===== src/rtl/vram_slot_sequencer.sv =====
// Purpose: time-slot sequencer for the shared tile/character VRAM, with video fetch slots, CPU slots and latch/shifter strobes.
// Latency: a CPU grant owns VRAM for one pixel period; cpu_ack rises at the pix_ce edge that ends that period.
// Backpressure: the CPU is held with n_wait low until its slot completes, and cpu_ack holds until cpu_req drops.
// Optional: define FREE_BLANK_ACCESS_EN to make every phase CPU-eligible while blank=1.
module vram_slot_sequencer #(
   parameter int ADDR_W = 10
) (
   input  logic              clk,
   input  logic              n_clr,
   input  logic              pix_ce,
   input  logic              line_start,
   input  logic              blank,
   input  logic [ADDR_W-1:0] vid_addr,
   input  logic [ADDR_W-1:0] cpu_addr,
   input  logic              cpu_req,
   input  logic              cpu_we,
   output logic [ADDR_W-1:0] ram_addr,
   output logic              ram_sel,
   output logic              ram_we,
   output logic              code_ld,
   output logic              attr_ld,
   output logic              shift_ld_n,
   output logic              cpu_ack,
   output logic              n_wait
);

   // CPU access states. DONE holds the ack until the CPU drops its request,
   // so one request can never receive two accesses.
   typedef enum logic [1:0] {
      ST_IDLE   = 2'd0,
      ST_ACCESS = 2'd1,
      ST_DONE   = 2'd2
   } cpu_st_t;

   cpu_st_t           st_q;
   cpu_st_t           st_d;
   logic [2:0]        phase_q;
   logic [2:0]        np;
   logic              cpu_elig;
   logic              grant;
   logic [ADDR_W-1:0] cpu_addr_q;
   logic              cpu_we_q;
   logic              code_ld_q;
   logic              attr_ld_q;
   logic              shift_ld_n_q;

   // Phase the cell moves to at the next pix_ce edge; line_start realigns the cell to phase 0.
   always_comb begin
      np = line_start ? 3'd0 : phase_q + 3'd1;
   end

   // CPU eligibility of the upcoming phase. Phase 7 is reserved for the shifter
   // load, so a grant into phase 6 always finishes at the 6->7 edge.
   always_comb begin
      cpu_elig = (np >= 3'd4) && (np <= 3'd6);
`ifdef FREE_BLANK_ACCESS_EN
      if (blank) begin
         cpu_elig = 1'b1;
      end
`endif
   end

   // A grant is only considered from IDLE, on a pixel edge, into an eligible phase.
   always_comb begin
      grant = (st_q == ST_IDLE) && pix_ce && cpu_req && cpu_elig;
   end

   // Phase counter: advances only on pixel clock enables.
   always_ff @(posedge clk or negedge n_clr) begin
      if (!n_clr) begin
         phase_q <= 3'd0;
      end else if (pix_ce) begin
         phase_q <= np;
      end
   end

   // Latch strobes: one clk pulse after leaving phase 1 (code) or phase 3 (attribute), none while blanking.
   always_ff @(posedge clk or negedge n_clr) begin
      if (!n_clr) begin
         code_ld_q <= 1'b0;
         attr_ld_q <= 1'b0;
      end else begin
         code_ld_q <= pix_ce && (phase_q == 3'd1) && !blank;
         attr_ld_q <= pix_ce && (phase_q == 3'd3) && !blank;
      end
   end

   // Shifter load: low for the whole of phase 7, with blank sampled at the edge entering each phase.
   always_ff @(posedge clk or negedge n_clr) begin
      if (!n_clr) begin
         shift_ld_n_q <= 1'b1;
      end else if (pix_ce) begin
         shift_ld_n_q <= !((np == 3'd7) && !blank);
      end
   end

   // CPU address and direction are captured at grant, so bus changes during the access are ignored.
   always_ff @(posedge clk or negedge n_clr) begin
      if (!n_clr) begin
         cpu_addr_q <= '0;
         cpu_we_q   <= 1'b0;
      end else if (grant) begin
         cpu_addr_q <= cpu_addr;
         cpu_we_q   <= cpu_we;
      end
   end

   // CPU FSM state register; reset aborts any access in flight.
   always_ff @(posedge clk or negedge n_clr) begin
      if (!n_clr) begin
         st_q <= ST_IDLE;
      end else begin
         st_q <= st_d;
      end
   end

   // CPU FSM next state: the access always spans exactly one pixel period, regardless of blank or line_start.
   always_comb begin
      st_d = st_q;
      case (st_q)
         ST_IDLE: begin
            if (grant) begin
               st_d = ST_ACCESS;
            end
         end
         ST_ACCESS: begin
            if (pix_ce) begin
               st_d = ST_DONE;
            end
         end
         ST_DONE: begin
            if (!cpu_req) begin
               st_d = ST_IDLE;
            end
         end
         default: st_d = ST_IDLE;
      endcase
   end

   // CPU FSM outputs, decoded from the state register so that reset clears them without a clk edge.
   always_comb begin
      ram_sel  = (st_q == ST_ACCESS);
      ram_we   = (st_q == ST_ACCESS) && cpu_we_q;
      cpu_ack  = (st_q == ST_DONE);
      n_wait   = !(cpu_req && (st_q != ST_DONE));
      ram_addr = (st_q == ST_ACCESS) ? cpu_addr_q : vid_addr;
   end

   // Strobe registers drive the outputs directly.
   always_comb begin
      code_ld    = code_ld_q;
      attr_ld    = attr_ld_q;
      shift_ld_n = shift_ld_n_q;
   end

endmodule

===== config.mk =====
export PLATFORM = sky130hd
export DESIGN_NAME = vram_slot_sequencer
export DESIGN_NICKNAME = d
export VERILOG_FILES = /design/src/rtl/vram_slot_sequencer.sv
export SDC_FILE = /design/constraint.sdc
export NUM_CORES = 1
export LEC_CHECK = 0
export CAP_MARGIN = 10
export CORE_MARGIN = 2
export CORE_UTILIZATION = 46
export CTS_BUF_LIST = sky130_fd_sc_hd__clkbuf_4 sky130_fd_sc_hd__clkbuf_8
export DETAILED_ROUTE_END_ITERATION = 7
export GPL_TIMING_DRIVEN = 0
export PLACE_DENSITY = 0.87
export REMOVE_ABC_BUFFERS = 1
export SYNTH_ARGS = -nofsm -noshare
export SYNTH_HDL_FRONTEND = slang
export SYNTH_SLANG_ARGS = --single-unit

===== constraint.sdc =====
create_clock -name clk -period 5.6 [get_ports clk]
set_input_delay 0.56 -clock clk [delete_from_list [all_inputs] [get_ports clk]]
set_output_delay 0.56 -clock clk [all_outputs]
set_load 0.02 [all_outputs]

==> results by group, run 1 <==
Layout
  • Non-Filler Instances: 140
  • Final core occ: 0.729
  • Share of cells above drive strength 1: 0.265
  • Final instance area: around 1400 sq um
  • Area Overhead vs Synth: 48.5%
  • N_diodes: 0
  • Nets: about 140

Logic synthesis
  • Post-synth top area share: 0.463
  • #FFs+latches synth: 19
  • Synth top area cells: dfrtp_1 (46%), mux2_4 (14%), mux2_2 (14%)
  • Sequential fraction of the synthesis area: 0.490
  • Number of synthesized flops with an enable pin: 0
  • Synth Flop Type: dfrtp_1
  • Top cells by count, synth: dfrtp_1 (18), mux2_2 (12), mux2_4 (9)
  • Cell variety after synth: 25
  • Warnings, synthesis: 0
  • Avg Inst Size Synth: 14.1 sq um
  • Top-count cell post-synth: dfrtp_1
  • Post-synthesis cell area: between 900 and 1000 sq um
  • Synthesized instance count: 69
  • Area leader, netlist: dfrtp_1
  • Asr flop ratio synth: 1.00

Timing
  • Min Tclk post-route: between 3000 and 4000 ps
  • Slew Limit Fails: 0
  • Hold Violations, Final: 0
  • Least-Margin Pin Slew: 1040 ps
  • RSZ-0062 raised after global routing: no
  • Maximum clock frequency: between 300 and 400 MHz
  • Post-route setup TNS: 0 ps
  • Fin Clk Skew: about 1.1 ps
  • Final setup fails: 0
  • Period utilisation layout: 0.554
  • Relative slew slack: 0.304
  • Final WS setup: ~2500 ps

Global routing
  • First-pass GRT wire length: 3420 um
  • Total Routing Usage GR: 0.191
  • Vias in the first global route: 684
  • Initial antenna violation count: 0
  • Largest net degree at the start of global routing: 20
  • Congestion Overflow GR: 0

Route
  • Vias per cell: 5.06
  • Final wirelength: approximately 2200 um
  • DRT Pass-1 Iters: 4
  • ANT nets after route: 0
  • DR DRC count: 0
  • Vias after detailed routing: 709
  • Iteration-0 DRC Markers: 11
  • Avg WL per Cell: between 15 and 20 um

Floorplanning
  • Die area: ~2500 sq um
  • Die W: approximately 50 um
  • CORE AREA: about 2000 sq um
  • I/O pins: 44
  • Site row count: 16
  • Starting Density: 0.491
  • Die H: between 40 and 50 um

Clock tree
  • Post-CTS setup buffer count: 0
  • TritonCTS clock tree: yes
  • CTS Sinks: 19
  • Post-CTS sizing: 0
  • Root Buffer: clkbuf_4
  • TritonCTS Buffers: 3
  • Reg clk slew, reported paths: approximately 110 ps
  • Max clock buf depth: 2
  • Skew-Pair Late Insertion Delay: 300 ps
  • H-tree Lvls: 1
  • Hold_buf cts: 0

Critical path
  • Worst Path Class, Setup: reg -> out
  • Worst path cell trace: nor2b_1, mux2_2, clkdlybuf4s50_1
  • R2R setup slack: between 3000 and 4000 ps
  • Crit end category: output port
  • Crit path largest cell delay: 840 ps
  • Worst r2r path cells: 5
  • Data required, critical path: roughly 5000 ps
  • Worst Path Max Fanout: 13
  • Slowest CP cell: nor2b_1
  • Arrival time at the worst endpoint: roughly 2500 ps
  • Startpoint types: flip-flop
  • Worst Setup SP: st_q[0]
  • R2r startpoint: phase_q[0]

Placed design
  • DP Area: around 1400 sq um
  • Count of buffers from port buffering: 43
  • Pre-CTS setup slack: between 2000 and 3000 ps
  • Post-DP HPWL: between 1500 and 2000 um
  • # placed instances: 136
  • RD Place Congestion: 0.738

Worst hold path
  • Hold Path Class: reg -> reg
  • Hold Path Cell Cnt: 1
  • Min-delay src: phase_q[2]

Run
  • Max Cap Viol: 0

Pwr
  • Lkg Pwr: approximately 0.65 nW
  • Power Density: ~280 nW/um^2
  • Worst vdd ir: approximately 210 uV

Outcome
  • Status: finished, final reports clean
## critical path, delay by kind of cell, from the launching register on
| kind | cells | cell delay (ps) |
|---|---|---|
| flops | 1 | 430 |
| mux | 1 | 430 |
| simple gates | 1 | 840 |
| buf+inv | 1 | 530 |
## cells by family after synthesis
| family | count (synthesis) | synth area share |
|---|---|---|
| adders and majority gates | 3 | 0.0386 |
| muxes | 22 | 0.288 |
| DFF | 19 | 0.490 |
| buffers and inverters | 6 | 0.0347 |
| AOI/OAI and AO/OA | 6 | 0.0463 |
| and+or+nand+nor | 13 | 0.102 |
## final timing paths
kind	endpoint
setup reg to reg	cpu_addr_q[6]
min in group asynchronous	st_q[1]
setup / recovery	ram_addr[1]
hold / removal	code_ld
max in group asynchronous	code_ld
hold reg to reg	code_ld
## layout make-up
cell class / count / area, sq um
inverter: 3 / 11.3
tap: 27 / 33.8
clock buffer: 4 / 30.0
multi-input combinational: 44 / 462
fill: 135 / 538
timing repair buffer: 43 / 430
sequential: 19 / 477
## through the flow
stage,hold slack (ps),total power (W)
CTS,452,0.000401
global placement,430,0.000317
detailed placement,438,0.000326
finish,451,0.000397
global route,463,0.000418
floorplan,264,0.000272
## sequential cells by signal (all words and copies together) (netlist names)
name	count
attr_ld	1
code_ld	1
cpu_addr_q	10
cpu_we_q	1
phase_q	3
shift_ld_n	1
st_q	2
## metal layers
layer,wire [um],global-route usage
met3,64,0.0242
met1,845,0.227
met5,0,0
met2,1200,0.329
met4,53,0.111
## report_power, final
part	total [W]	leakage, nW	switching, W	internal, W
combinational	0.000124	0.385	0.0000411	0.0000830
clock	0.0000752	0.0184	0.0000426	0.0000326
sequential	0.000198	0.249	0.0000217	0.000176
## layout by cell type, fill, tap and decap left out
cell,count
a22o_2,1
a31oi_1,1
and2_1,1
and2b_2,1
and3b_1,1
clkbuf_4,4
clkdlybuf4s50_1,43
dfrtp_1,18
dfstp_2,1
ha_1,3
inv_1,3
mux2_2,12
mux2_4,9
mux2i_1,1
nand2_1,1
nand2b_1,2
nor2_1,2
nor2b_1,2
nor3_1,1
nor4b_4,1
nor4bb_1,1
o211ai_2,1
o21ai_0,2
o22ai_1,1
No activity file was read; power rests on OpenSTA's default activity.
==> run 2, diff against run 1 <==
--- a/config.mk
+++ b/config.mk
@@ -7,11 +7,11 @@
 export LEC_CHECK = 0
 export CAP_MARGIN = 10
 export CORE_MARGIN = 2
-export CORE_UTILIZATION = 46
+export CORE_UTILIZATION = 38
 export CTS_BUF_LIST = sky130_fd_sc_hd__clkbuf_4 sky130_fd_sc_hd__clkbuf_8
 export DETAILED_ROUTE_END_ITERATION = 7
 export GPL_TIMING_DRIVEN = 0
-export PLACE_DENSITY = 0.87
+export PLACE_DENSITY = 0.77
 export REMOVE_ABC_BUFFERS = 1
 export SYNTH_ARGS = -nofsm -noshare
 export SYNTH_HDL_FRONTEND = slang
==> constraint.sdc (replaced) <==
create_clock -name clk -period 2.51 [get_ports clk]
set_input_delay 0.251 -clock clk [delete_from_list [all_inputs] [get_ports clk]]
set_output_delay 0.251 -clock clk [all_outputs]
set_load 0.02 [all_outputs]
==> run 2 against run 1 <==
Effect of this change:
- clock power up 110%
- non-clock buffer count is the same
- die area rose by 19%
- largest cell class unchanged
- worst setup slack worse by 2300 ps
- design area increased by 0.61%
- critical path type unchanged
- combinational power is 120% higher
- sequential power rose by 120%
==> results by group, run 2 (synthesis results as in run 1) <==
Clock tree
  • Skew-Pair Late Insertion Delay: approximately 300 ps
  • Post-CTS setup buffer count: 0
  • Reg clk slew, reported paths: 120 ps
  • CTS Sinks: 19
  • Root Buffer: clkbuf_4
  • H-tree Lvls: 1
  • TritonCTS Buffers: 3
  • Max clock buf depth: 2
  • TritonCTS clock tree: yes

Route
  • DRT Pass-1 Iters: 2
  • Avg WL per Cell: 15.0 um
  • Iteration-0 DRC Markers: 2
  • Vias per cell: 4.87
  • Vias after detailed routing: 697
  • DR DRC count: 0
  • Final wirelength: 2150 um
  • ANT nets after route: 0

Timing
  • Post-route setup TNS: 0 ps
  • Least-Margin Pin Slew: about 860 ps
  • Period utilisation layout: 0.929
  • Min Tclk post-route: around 2300 ps
  • Relative slew slack: 0.422
  • RSZ-0062 raised after global routing: no
  • Final setup fails: 0
  • Maximum clock frequency: roughly 430 MHz
  • Hold Violations, Final: 0
  • Fin Clk Skew: ~9.5 ps
  • Slew Limit Fails: 0

Floorplanning
  • Die W: 54.6 um
  • Die H: between 50 and 60 um
  • I/O pins: 44
  • CORE AREA: roughly 2500 sq um
  • Starting Density: 0.396
  • Site row count: 18
  • Die area: 2980 sq um

Pwr
  • Lkg Pwr: ~0.65 nW
  • Worst vdd ir: between 400 and 500 uV
  • Power Total: a little under 0.0009 W
  • Power Density: 603 nW/um^2

Run
  • Max Cap Viol: 0

Global routing
  • Total Routing Usage GR: 0.153
  • Congestion Overflow GR: 0
  • Vias in the first global route: about 670
  • Largest net degree at the start of global routing: 20
  • Initial antenna violation count: 0
  • First-pass GRT wire length: ~3200 um

Critical path
  • Crit end category: output port
  • Worst Path Class, Setup: reg -> out
  • Data required, critical path: approximately 2300 ps
  • R2R setup slack: around 320 ps
  • Startpoint types: flip-flop
  • R2R Path End: cpu_addr_q[1]
  • Worst r2r path cells: 5
  • R2r startpoint: phase_q[0]
  • Arrival time at the worst endpoint: about 2100 ps
  • Worst Path Max Fanout: 13

Placed design
  • Post-DP HPWL: roughly 1600 um
  • RD Place Congestion: between 0.6 and 0.7
  • Count of buffers from port buffering: 43
  • # placed instances: 139

Layout
  • Share of cells above drive strength 1: 0.274
  • Nets: 144
  • Area Overhead vs Synth: 49.4%
  • Biggest register: cpu_addr_q
  • Max FFs per register: 10
  • Commonest non-fill, non-tap cell in the layout: clkdlybuf4s50_1
  • Non-Filler Instances: 143
  • N_diodes: 0
  • Top Registers: cpu_addr_q: 10 flops, phase_q: 3 flops, st_q: 2 flops
  • Most frequent cells in the layout: clkdlybuf4s50_1 (43), dfrtp_1 (18), mux2_2 (12)

Worst hold path
  • Hold Path Class: in -> async

Outcome
  • Status: finished, final reports clean
## run 2: cell types whose count changed in the layout (fill, tap and decap cells not counted)
| cell | previous run | this run |
|---|---|---|
| clkinv_2 | 0 | 1 |
| clkbuf_4 | 4 | 3 |
| nor2b_4 | 0 | 1 |
| nor2b_1 | 2 | 1 |
## run 2: worst max path at each step
stage / from / depth (start not counted) / to
after floorplan: phase_q[0] / 5 / cpu_addr_q[0]
after global placement: st_q[0] / 3 / ram_addr[5]
after detailed placement: st_q[0] / 3 / ram_addr[3]
after CTS: st_q[0] / 3 / ram_addr[3]
after global routing: st_q[0] / 3 / ram_addr[3]
final: st_q[0] / 3 / ram_addr[3]
## run 2: worst max-delay path, cell delays in order (launching register included)
cell,delay [ps]
dfrtp_1,450
nor2b_4,400
mux2_2,390
clkdlybuf4s50_1,550
## run 2: final cells by class
class / instances / area [sq um]
clock inverters: 1 / 5.00
well taps: 30 / 37.5
flip-flops and latches: 19 / 477
repair buffers: 43 / 430
fillers: 223 / 1000
clock buffers: 3 / 22.5
multi-input cells: 44 / 469
inverters: 3 / 11.3
## run 2: repair_timing
item,4_1_cts,5_1_grt
hold buffers,0,0
resized for setup,2,0
setup endpoints to repair,12,0
## run 2: where the power goes
part | switching [W] | internal (W)
Clock | 0.000101 | 0.0000594
Combinational | 0.0000887 | 0.000186
Sequential | 0.0000475 | 0.000393
## run 2: routing by layer
layer | vias up | track usage | wire (um) | share of wire
met1 | 343 | 0.183 | 816 | 0.38
met4 | 0 | 0.0625 | 19 | 0.0088
met3 | 2 | 0.0328 | 120 | 0.056
li1 | 333 | - | - | -
met5 | - | 0 | 0 | 0
met2 | 19 | 0.264 | 1190 | 0.55
## run 2: metrics by stage
| step | setup slack (ps) | area, sq um | hold WS [ps] | utilization |
|---|---|---|---|---|
| after floorplan | 499 | 950 | -44.6 | - |
| after CTS | 151 | 1450 | 451 | 0.592 |
| after detailed placement | 0.978 | 1420 | 456 | 0.577 |
| after global routing | 86.3 | 1450 | 495 | 0.592 |
| final | 179 | 1450 | 427 | 0.592 |
| after global placement | 35.1 | 1420 | 425 | 0.577 |
